<file path="config.mk">
export PLATFORM = sky130hd
export DESIGN_NAME = bin_bcd_seq_flat
export DESIGN_NICKNAME = d
export VERILOG_FILES = /design/src/rtl/bin_bcd_seq_pkg.sv /design/src/rtl/bin_bcd_seq_if.sv /design/src/rtl/bcd_add3.sv /design/src/rtl/bin_bcd_seq.sv /design/src/flat_wrapper.sv
export SDC_FILE = /design/constraint.sdc
export NUM_CORES = 1
export LEC_CHECK = 0
export BUFFER_PORTS_ARGS = -buffer_cell sky130_fd_sc_hd__buf_2
export CAP_MARGIN = 25
export CORE_ASPECT_RATIO = 0.7
export CORE_MARGIN = 10
export CORE_UTILIZATION = 60
export CTS_CLUSTER_SIZE = 8
export DETAILED_ROUTE_END_ITERATION = 8
export PLACE_DENSITY_LB_ADDON = 0.25
export SYNTH_ARGS = -nofsm -noshare
export SYNTH_HDL_FRONTEND = slang
export SYNTH_HIERARCHICAL = 1
export SYNTH_SLANG_ARGS = --single-unit
</file>
<file path="constraint.sdc">
create_clock -name Clock -period 2.66 [get_ports Clock]
set_input_delay 0.532 -clock Clock [delete_from_list [all_inputs] [get_ports Clock]]
set_output_delay 0.532 -clock Clock [all_outputs]
set_load 0.03 [all_outputs]
</file>
<file path="src/rtl/bin_bcd_seq_pkg.sv">
// Shared types and constants for the sequential binary-to-BCD converter.
package bin_bcd_seq_pkg;

   typedef enum logic [1:0] {
      IDLE   = 2'd0,
      SHIFT  = 2'd1,
      FINISH = 2'd2
   } state_t;

   localparam logic [3:0] ADD3_THRESH = 4'd5;
   localparam logic [3:0] ADD3        = 4'd3;

   // True when DIGITS decimal digits can hold the largest WIDTH-bit value.
   function automatic bit digits_ok(input int width, input int digits);
      longint unsigned p10 = 1;
      for (int i = 0; i < digits; i++) p10 = p10 * 10;
      return p10 > ((longint'(1) << width) - 1);
   endfunction

endpackage

</file>
<file path="src/rtl/bin_bcd_seq_if.sv">
// Start/result handshake between a binary producer and the BCD converter.
interface bin_bcd_seq_if #(
   parameter int WIDTH  = 8,
   parameter int DIGITS = 3
);
   logic                  start;
   logic [WIDTH-1:0]      v;
   logic                  busy;
   logic                  done;
   logic [4*DIGITS-1:0]   bcd;
   logic [DIGITS-1:0]     blank;

   modport master (output start, v, input busy, done, bcd, blank);
   modport slave  (input start, v, output busy, done, bcd, blank);
endinterface

</file>
<file path="src/rtl/bcd_add3.sv">
// Double-dabble digit correction: add 3 to any digit of 5 or more.
module bcd_add3
   import bin_bcd_seq_pkg::*;
(
   input  logic [3:0] din,
   output logic [3:0] dout
);
   assign dout = (din >= ADD3_THRESH) ? din + ADD3 : din;
endmodule

</file>
<file path="src/rtl/bin_bcd_seq.sv">
// Sequential shift-and-add-3 converter: WIDTH shift cycles, then one FINISH
// cycle that publishes BCD digits and the leading-zero blank mask.
module bin_bcd_seq
   import bin_bcd_seq_pkg::*;
#(
   parameter int WIDTH  = 8,
   parameter int DIGITS = 3
)(
   input  logic          Clock,
   input  logic          Reset,
   bin_bcd_seq_if.slave  bus
);
   localparam int CW = $clog2(WIDTH + 1);
   localparam logic [DIGITS-1:0] BLANK_RST = {{(DIGITS-1){1'b1}}, 1'b0};

   if (WIDTH < 4) begin : g_bad_width
      $error("bin_bcd_seq: WIDTH must be at least 4");
   end
   if (!digits_ok(WIDTH, DIGITS)) begin : g_bad_digits
      $error("bin_bcd_seq: DIGITS too small for WIDTH");
   end

   state_t                state_q, state_d;
   logic [WIDTH-1:0]      shift_q, shift_d;
   logic [4*DIGITS-1:0]   scr_q, scr_d, scr_adj;
   logic [4*DIGITS-1:0]   bcd_q, bcd_d;
   logic [DIGITS-1:0]     blank_q, blank_d, blank_new;
   logic [CW-1:0]         cnt_q, cnt_d;
   logic                  done_q, done_d;
   logic                  zero_run;

   for (genvar g = 0; g < DIGITS; g++) begin : g_add3
      bcd_add3 u_add3 (
         .din  (scr_q[4*g +: 4]),
         .dout (scr_adj[4*g +: 4])
      );
   end

   // Walk down from the top digit; a digit blanks only while all above it are zero.
   always_comb begin
      blank_new = '0;
      zero_run  = 1'b1;
      for (int i = DIGITS - 1; i >= 1; i--) begin
         zero_run     = zero_run & (scr_q[4*i +: 4] == 4'd0);
         blank_new[i] = zero_run;
      end
   end

   always_comb begin
      state_d = state_q;
      shift_d = shift_q;
      scr_d   = scr_q;
      cnt_d   = cnt_q;
      bcd_d   = bcd_q;
      blank_d = blank_q;
      done_d  = 1'b0;
      case (state_q)
         IDLE: begin
            if (bus.start) begin
               shift_d = bus.v;
               scr_d   = '0;
               cnt_d   = CW'(WIDTH);
               state_d = SHIFT;
            end
         end
         SHIFT: begin
            {scr_d, shift_d} = {scr_adj, shift_q} << 1;
            cnt_d = cnt_q - CW'(1);
            if (cnt_q == CW'(1)) state_d = FINISH;
         end
         FINISH: begin
            bcd_d   = scr_q;
            blank_d = blank_new;
            done_d  = 1'b1;
            state_d = IDLE;
         end
         default: state_d = IDLE;
      endcase
   end

   always_ff @(posedge Clock) begin
      if (Reset) begin
         state_q <= IDLE;
         shift_q <= '0;
         scr_q   <= '0;
         cnt_q   <= '0;
         bcd_q   <= '0;
         blank_q <= BLANK_RST;
         done_q  <= 1'b0;
      end else begin
         state_q <= state_d;
         shift_q <= shift_d;
         scr_q   <= scr_d;
         cnt_q   <= cnt_d;
         bcd_q   <= bcd_d;
         blank_q <= blank_d;
         done_q  <= done_d;
      end
   end

   assign bus.busy  = (state_q != IDLE);
   assign bus.done  = done_q;
   assign bus.bcd   = bcd_q;
   assign bus.blank = blank_q;

endmodule

</file>
<file path="src/flat_wrapper.sv">
// flat-port wrapper written by rule: the top's interface ports become plain ports
module bin_bcd_seq_flat import bin_bcd_seq_pkg::*;
#(
   parameter int WIDTH  = 8,
   parameter int DIGITS = 3
)
  (Clock, Reset, bus_start, bus_v, bus_busy, bus_done, bus_bcd, bus_blank);
  bin_bcd_seq_if #(.WIDTH(WIDTH), .DIGITS(DIGITS)) bus_i ();
  input  logic Clock;
  input  logic Reset;
  input wire logic [$bits(bus_i.start)-1:0] bus_start;
  input wire logic [$bits(bus_i.v)-1:0] bus_v;
  output wire logic [$bits(bus_i.busy)-1:0] bus_busy;
  output wire logic [$bits(bus_i.done)-1:0] bus_done;
  output wire logic [$bits(bus_i.bcd)-1:0] bus_bcd;
  output wire logic [$bits(bus_i.blank)-1:0] bus_blank;
  assign bus_i.start = bus_start;
  assign bus_i.v = bus_v;
  assign bus_busy = bus_i.busy;
  assign bus_done = bus_i.done;
  assign bus_bcd = bus_i.bcd;
  assign bus_blank = bus_i.blank;
  bin_bcd_seq #(.WIDTH(WIDTH), .DIGITS(DIGITS)) u_core (.Clock(Clock), .Reset(Reset), .bus(bus_i));
endmodule
</file>
==> run summary, run 1 <==
* unrepaired setup endpoints after global routing: no
* root buffer selected by CTS: sky130_fd_sc_hd__clkbuf_8
* placed instance area: 0.00195 sq mm
* drt initial violations: 64
* count of pins on the block boundary: 28
* Max-Slew Margin vs Limit: 0.557
* initial antenna violation count: 0
* Worst-path clk slew: 0.08 ns
* leading cell types in the layout, fill and taps excluded: 53 x sky130_fd_sc_hd__nand2_1, 41 x sky130_fd_sc_hd__dfxtp_1, 26 x sky130_fd_sc_hd__buf_2
* DR pass1 iterations: 4
* Worst Path Max Fanout: 20
* final clock period utilization by the worst path: 0.660
* count of buffers added by post-CTS timing repair for setup: 0
* cell count after synthesis: 215
* count of input and output buffers: 26
* critical setup path kind: flip-flop to flip-flop
* total routed wirelength: 3640 um
* number of failing hold endpoints at the final stage: 0
* clock tree from TritonCTS: yes
* Req. time, crit path: 2.89 ns
* startpoint of the most critical register-to-register path: u_core/state_q[0]
* vias in the first global route: 1296
* Final min period: 1.76 ns
* fraction of final layout cells sized beyond drive strength 1: 0.172
* Power Dens Cells: 605 mW/mm^2
* Max Clk Rate: 0.570 GHz
* DRC violation count after routing: 0
* average detailed-routed wire length per instance: 13.3 um
* most frequent standard cell in the layout excluding fill and tap cells: sky130_fd_sc_hd__nand2_1
* Max Transition Viols Final: 0
* Synth warnings: 6
* CTS H-Tree Depth: 2
* clk sink count: 41
* Worst Setup Start Kind: flip-flop
* HPWL reported at the end of detailed placement: 2580 um
* worst-case vdd ir drop: 0.000397 V
* mean cell area of the mapped netlist: 8.55 sq um
* data arrival time of the critical path: 1.98 ns
* minimum hold slack: 0.454 ns
* CTS resizes: 0
* Filler Cell Count: 238
* Std-Cell Rows: 16
* Die Height: 66.3 um
* maximum number of buffers from clock root to sink: 2
* Antenna diodes: 0
* path type of the worst min-delay path: flip-flop to flip-flop
* effective utilization at floorplan: 0.642
* layout overhead on the synthesized area: 12.7%
* post-synth design cell area: 0.00184 sq mm
* setup skew after layout: 0.00184 ns
* summed area of non-filler cells in the final layout: 0.00207 sq mm
* setup violation total in the final timing report: 0
* Post-Synthesis Net Count: 234
* detailed-route via count: 1456
* GP Congestion: 0.768
* Die Outline Area: 0.00572 sq mm
* start point of the worst hold path: u_core/bus.bcd[2]
* placeable core area: 0.00286 sq mm
* transition time at the pin with the least slew margin: 0.664 ns
* CTS Hold Bufs: 0
* number of cells on the worst hold path: 2
* Worst R2R Setup Slack: 0.90 ns
* residual overflow from global routing: 0
* Vias per Instance: 5.31
* Total Neg Setup Slack: 0 ns
* Crit. End Element: flip-flop
* share of the core filled with cells in the final layout: 0.724
* TritonCTS Buffers: 5
* Worst R2R Path Depth: 4
* wire length of the first global-routing pass: 5970 um
* GRT Total Usage: 0.128
* final net count: 256
* CP Launch Point: u_core/state_q[0]
* run status: finished, final reports clean
* clock insertion delay at the later pin of the skew report: 0.28 ns
* pin count of the biggest net entering global routing: 22
* max-capacitance violation count: 0
* Leakage: 0.896 nW
* DRT antenna net count: 0
* horizontal die dimension: 86.2 um
-- path summary, 6_finish.rpt --
check                           end
setup / recovery  u_core/shift_q[3]
hold reg to reg   u_core/bus.bcd[2]
hold / removal    u_core/bus.bcd[2]
setup reg to reg  u_core/shift_q[3]
-- flip-flops by register name (all words and copies together) (netlist names) --
signal,flops
u_core/scr_q,12
u_core/state_q,2
u_core/cnt_q,4
u_core/bus.blank,2
u_core/bus.done,1
u_core/bus.bcd,12
u_core/shift_q,8
-- layout make-up --
cell class | instances | area (sq um) | area share
multi-input combinational | 152 | 911 | 0.440
sequential | 41 | 821 | 0.396
timing repair buffer | 27 | 138 | 0.0664
clock buffer | 6 | 82.6 | 0.0399
tap | 36 | 45.0 | 0.0217
clock inverter | 2 | 37.5 | 0.0181
inverter | 10 | 37.5 | 0.0181
-- critical path, cell delays in order (launching register included) --
cell	delay [ns]
sky130_fd_sc_hd__dfxtp_1	0.37
sky130_fd_sc_hd__buf_4	0.21
sky130_fd_sc_hd__o21bai_2	0.25
sky130_fd_sc_hd__and2b_1	0.60
sky130_fd_sc_hd__a22o_1	0.26
-- layer usage --
metal  routed length [um]  part of all wire  GRT usage  up-vias
li1                     -                 -          -      769
met1                 1790              0.49      0.161      650
met2                 1570              0.43      0.189       35
met3                  273             0.075     0.0677        2
met4                    9            0.0025     0.0323        0
met5                    0                 0          0        -
-- through the flow --
stage,cells,power (W),setup slack [ns]
global placement,266,0.000748,0.873
floorplan,215,0.000731,1.21
CTS,274,0.00126,0.895
finish,274,0.00125,0.904
global route,274,0.00131,0.782
detailed placement,266,0.000752,0.802
-- report_power, final --
part,switching (W),internal [W]
clock network,0.000209,0.000305
registers,0.0000146,0.000629
logic,0.0000575,0.0000377
(Power assumes the default switching activity.)
==> inputs of run 2 (changes only) <==
Settings changed: CORE_UTILIZATION 60 to 50.
Clock period 2.66 ns to 1.57 ns, I/O delays scaled along.
==> run 2 against run 1 <==
  * Via count is 2.7% higher
  * Critical path depth is 1 lower
  * Clock skew is 0.0049 ns higher
  * Sequential power is 69% higher
  * Worst setup slack worse by 0.81 ns
  * Sequential cell count stayed put
  * Register-to-register slack worse by 0.75 ns
  * Clock-buffer cell count is 1 higher
  * First-iteration DRC count is 13% lower
  * Clock power is 45% higher
==> run summary, run 2 (synthesis results as in run 1) <==
* run status: finished, final reports clean
* Vias per Instance: 5.02
* DRT antenna net count: 0
* setup violation total in the final timing report: 0
* path type of the worst min-delay path: input pin to flip-flop
* GRT Total Usage: 0.123
* final net count: 266
* Total Neg Setup Slack: 0 ns
* Antenna diodes: 0
* clk sink count: 41
* horizontal die dimension: 92.5 um
* part of the total power dissipated in combinational logic: 0.092
* count of input and output buffers: 26
* Worst Path Max Fanout: 5
* Worst Setup Start Kind: flip-flop
* effective utilization at floorplan: 0.520
* sw power: 0.000471 W
* Std-Cell Rows: 18
* average detailed-routed wire length per instance: 12.6 um
* HPWL reported at the end of detailed placement: 2660 um
* root buffer selected by CTS: sky130_fd_sc_hd__clkbuf_8
* portion of total power attributed to sequential cells: 0.539
* Internal Dissipation: 0.00155 W
* count of buffers added by post-CTS timing repair for setup: 0
* most frequent standard cell in the layout excluding fill and tap cells: sky130_fd_sc_hd__nand2_1
* CTS H-Tree Depth: 2
* Switching Share: 0.233
* layout overhead on the synthesized area: 18.2%
* TritonCTS Buffers: 5
* Die Outline Area: 0.00654 sq mm
* total routed wirelength: 3750 um
* total placed cells including tap cells: 290
* vias in the first global route: 1450
* CTS Hold Bufs: 0
* transition time at the pin with the least slew margin: 0.686 ns
* residual overflow from global routing: 0
* initial antenna violation count: 0
* Max Transition Viols Final: 0
* Max-Slew Margin vs Limit: 0.542
* placeable core area: 0.00354 sq mm
* Crit. End Element: output port
* wire length of the first global-routing pass: 6620 um
* drt initial violations: 56
* CTS resizes: 3
* data arrival time of the critical path: 1.16 ns
* leading cell types in the layout, fill and taps excluded: 53 x sky130_fd_sc_hd__nand2_1, 38 x sky130_fd_sc_hd__dfxtp_1, 25 x sky130_fd_sc_hd__buf_2
* number of failing hold endpoints at the final stage: 0
* Req. time, crit path: 1.26 ns
* final clock period utilization by the worst path: 0.940
* GP Congestion: 0.763
* fraction of final layout cells sized beyond drive strength 1: 0.218
* Max Clk Rate: 0.678 GHz
* count of pins on the block boundary: 28
* pin count of the biggest net entering global routing: 21
* share of the core filled with cells in the final layout: 0.615
* unrepaired setup endpoints after global routing: no
* clock insertion delay at the later pin of the skew report: 0.29 ns
* setup skew after layout: 0.00671 ns
* DRC violation count after routing: 0
* clock network power share: 0.369
* Final min period: 1.48 ns
* max-capacitance violation count: 0
* Worst-path clk slew: 0.07 ns
* Power Dens Cells: 930 mW/mm^2
* clock tree from TritonCTS: yes
* critical setup path kind: flip-flop to output port
* final standard cell count with taps included and fillers excluded: 298
* maximum number of buffers from clock root to sink: 2
* Leakage: 0.950 nW
* Die Height: 70.7 um
* DR pass1 iterations: 4
* detailed-route via count: 1495
* worst-case vdd ir drop: 0.000462 V
run 2: cell count changes in the layout (fill, tap and decap cells not counted), sizes merged:
cell,delta
bufinv,-1
clkinvlp,-1
clkinv,+1
buf,+10
clkbuf,+1
run 2: power by group through the flow:
stage	Combinational (W)	Sequential (W)	Clock, W
after floorplan	0.000128	0.00111	0
after global placement	0.000175	0.00111	0
after detailed placement	0.000179	0.00111	0
after CTS	0.000184	0.00109	0.000763
after global routing	0.000210	0.00109	0.000799
final	0.000185	0.00109	0.000747
run 2: final timing paths:
kind	end	depth (start not counted)	start	slack, ns
worst max register to register	u_core/scr_q[6]	6	u_core/scr_q[5]	0.15
worst min-delay path	u_core/cnt_q[2]	2	Reset	0.33
worst min register to register	u_core/bus.bcd[7]	2	u_core/bus.bcd[7]	0.45
worst max-delay path	bus_busy	3	u_core/state_q[1]	0.09
run 2: critical path, cell delays in order (launching register included):
cell	delay, ns
sky130_fd_sc_hd__dfxtp_2	0.33
sky130_fd_sc_hd__buf_4	0.16
sky130_fd_sc_hd__or2_4	0.25
sky130_fd_sc_hd__buf_6	0.14
run 2: per-stage QoR:
step           worst slack, ns  cell area, sq um  power [W]  hold WS [ns]
4_1_cts                0.00478              2170    0.00204         0.326
5_1_grt                 0.0251              2170    0.00210         0.339
3_5_place_dp             0.118              2060    0.00129         0.444
2_1_floorplan            0.254              1840    0.00124         0.449
6_report                0.0949              2170    0.00202         0.329
3_3_place_gp             0.140              2060    0.00129         0.441
run 2: area by class of cell:
cell class,count,area [sq um]
multi-input combinational,152,913
fill,322,1360
clock buffer,7,96.3
tap,50,62.6
clock inverter,1,5.00
timing repair buffer,37,235
sequential,41,825
inverter,10,37.5
run 2: per-layer routing:
metal	up-vias	routed length (um)	share of wire	GRT usage
met3	8	163	0.043	0.0316
met4	0	78	0.021	0.0631
li1	788	-	-	-
met2	23	1690	0.45	0.198
met1	676	1810	0.48	0.147
met5	-	0	0	0
==> inputs of run 3 (changes only) <==
Settings changed: CORE_UTILIZATION 50 to 35.
==> run 3 against run 2 <==
  * Worst hold slack gained 0.0055 ns
  * Die area is 31% higher
  * Largest power group unchanged
  * First-iteration DRC count rose by 48%
  * Critical path depth decreased by 1
  * Utilization shrank 18 points
  * Register-to-register slack got worse by 0.02 ns
  * Global-route usage is 2.8 points lower
  * Non-clock buffer count fell by 1
  * Sequential cell count unchanged
  * Critical path type unchanged
  * Final cell count is 5.7% higher
==> run summary, run 3 (synthesis results as in run 1) <==
* detailed-route via count: 1498
* start point of the worst hold path: Reset
* clock insertion delay at the later pin of the skew report: 0.28 ns
* Worst Path Max Fanout: 8
* Antenna diodes: 0
* initial antenna violation count: 0
* drt initial violations: 83
* master of the slowest instance on the critical path: sky130_fd_sc_hd__dfxtp_1
* critical setup path kind: flip-flop to output port
* Total Neg Setup Slack: 0 ns
* CP delay by family, top: flip-flops
* count of buffers added by post-CTS timing repair for setup: 0
* count of pins on the block boundary: 28
* run status: finished, final reports clean
* effective utilization at floorplan: 0.372
* vias in the first global route: 1447
* clk sink count: 41
* fraction of final layout cells sized beyond drive strength 1: 0.199
* GRT Total Usage: 0.0947
* clock tree from TritonCTS: yes
* Max Transition Viols Final: 0
* data arrival time of the critical path: 1.20 ns
* TritonCTS Buffers: 5
* Die Height: 80.7 um
* DRT antenna net count: 0
* GP Congestion: 0.799
* root buffer selected by CTS: sky130_fd_sc_hd__clkbuf_8
* worst-case vdd ir drop: 0.000390 V
* Std-Cell Rows: 21
* CTS resizes: 0
* horizontal die dimension: 107 um
* average detailed-routed wire length per instance: 12.2 um
* layout overhead on the synthesized area: 17.7%
* Worst Setup Start Kind: flip-flop
* Crit. End Element: output port
* CTS H-Tree Depth: 2
* DRC violation count after routing: 0
* final net count: 265
* Buf+Inv Stages, Crit Path: 1
* critical-path cell list: or2_2, buf_2
* number of failing hold endpoints at the final stage: 0
* total placed cells including tap cells: 308
* overall power after layout: 0.00207 W
* setup violation total in the final timing report: 0
* pin count of the biggest net entering global routing: 16
* Die Outline Area: 0.00860 sq mm
* final clock period utilization by the worst path: 0.962
* setup skew after layout: 0.00572 ns
* HPWL reported at the end of detailed placement: 2810 um
* Worst-path clk slew: 0.08 ns
* minimum hold slack: 0.335 ns
* unrepaired setup endpoints after global routing: no
* Final min period: 1.51 ns
* CP Launch Point: u_core/state_q[1]
* maximum number of buffers from clock root to sink: 2
* logic depth of the worst path, buffers included: 2
* placeable core area: 0.00494 sq mm
* startpoint of the most critical register-to-register path: u_core/scr_q[5]
* number of cells on the worst hold path: 2
* residual overflow from global routing: 0
* max-capacitance violation count: 0
* leading cell types in the layout, fill and taps excluded: 53 x sky130_fd_sc_hd__nand2_1, 41 x sky130_fd_sc_hd__dfxtp_1, 26 x sky130_fd_sc_hd__buf_2
* CTS Hold Bufs: 0
* Max Clk Rate: 0.662 GHz
* Vias per Instance: 4.76
* count of input and output buffers: 26
* share of the core filled with cells in the final layout: 0.438
* Power Dens Cells: 955 mW/mm^2
* largest incremental delay on the critical path: 0.40 ns
* DR pass1 iterations: 4
* wire length of the first global-routing pass: 6760 um
* Req. time, crit path: 1.26 ns
* final standard cell count with taps included and fillers excluded: 315
* Leakage: 0.938 nW
* most frequent standard cell in the layout excluding fill and tap cells: sky130_fd_sc_hd__nand2_1
* path type of the worst min-delay path: input pin to flip-flop
* total routed wirelength: 3840 um
* Worst R2R Path Depth: 6
run 3: worst reg2reg max path: stages (launching register included):
cell and delay, ns:
sky130_fd_sc_hd__dfxtp_1 0.39, sky130_fd_sc_hd__inv_1 0.10, sky130_fd_sc_hd__ha_1 0.17, sky130_fd_sc_hd__nand2b_1 0.16, sky130_fd_sc_hd__a21oi_2 0.20, sky130_fd_sc_hd__xnor2_1 0.10
sky130_fd_sc_hd__a22o_1 0.21
run 3: per-layer routing:
| layer | track usage | share of wire | vias to the layer above |
|---|---|---|---|
| li1 | - | - | 784 |
| met1 | 0.121 | 0.50 | 687 |
| met2 | 0.144 | 0.43 | 22 |
| met3 | 0.0383 | 0.054 | 5 |
| met4 | 0.0243 | 0.0070 | 0 |
| met5 | 0 | 0 | - |
run 3: area by class of cell:
| cell class | instances | area (sq um) |
|---|---|---|
| fill | 530 | 2780 |
| multi-input combinational | 152 | 911 |
| sequential | 41 | 821 |
| timing repair buffer | 36 | 205 |
| tap | 69 | 86.3 |
| clock buffer | 5 | 68.8 |
| inverter | 10 | 37.5 |
| clock inverter | 2 | 35.0 |
run 3: report_power, final:
group          total [W]  internal, W  switching (W)
sequential       0.00109      0.00107      0.0000240
combinational   0.000170    0.0000750      0.0000951
clock           0.000807     0.000462       0.000345
run 3: metrics by stage:
| stage | instance area (sq um) | setup WS (ns) |
|---|---|---|
| after global routing | 2160 | 0.00126 |
| after detailed placement | 2060 | 0.150 |
| final | 2160 | 0.0593 |
| after floorplan | 1840 | 0.254 |
| after global placement | 2060 | 0.195 |
| after CTS | 2160 | 0.0358 |
run 3: final timing paths:
check | end | slack, ns
worst max-delay path | bus_busy | 0.06
worst min register to register | u_core/bus.bcd[9] | 0.45
worst min-delay path | u_core/bus.bcd[5] | 0.33
worst max register to register | u_core/scr_q[5] | 0.13
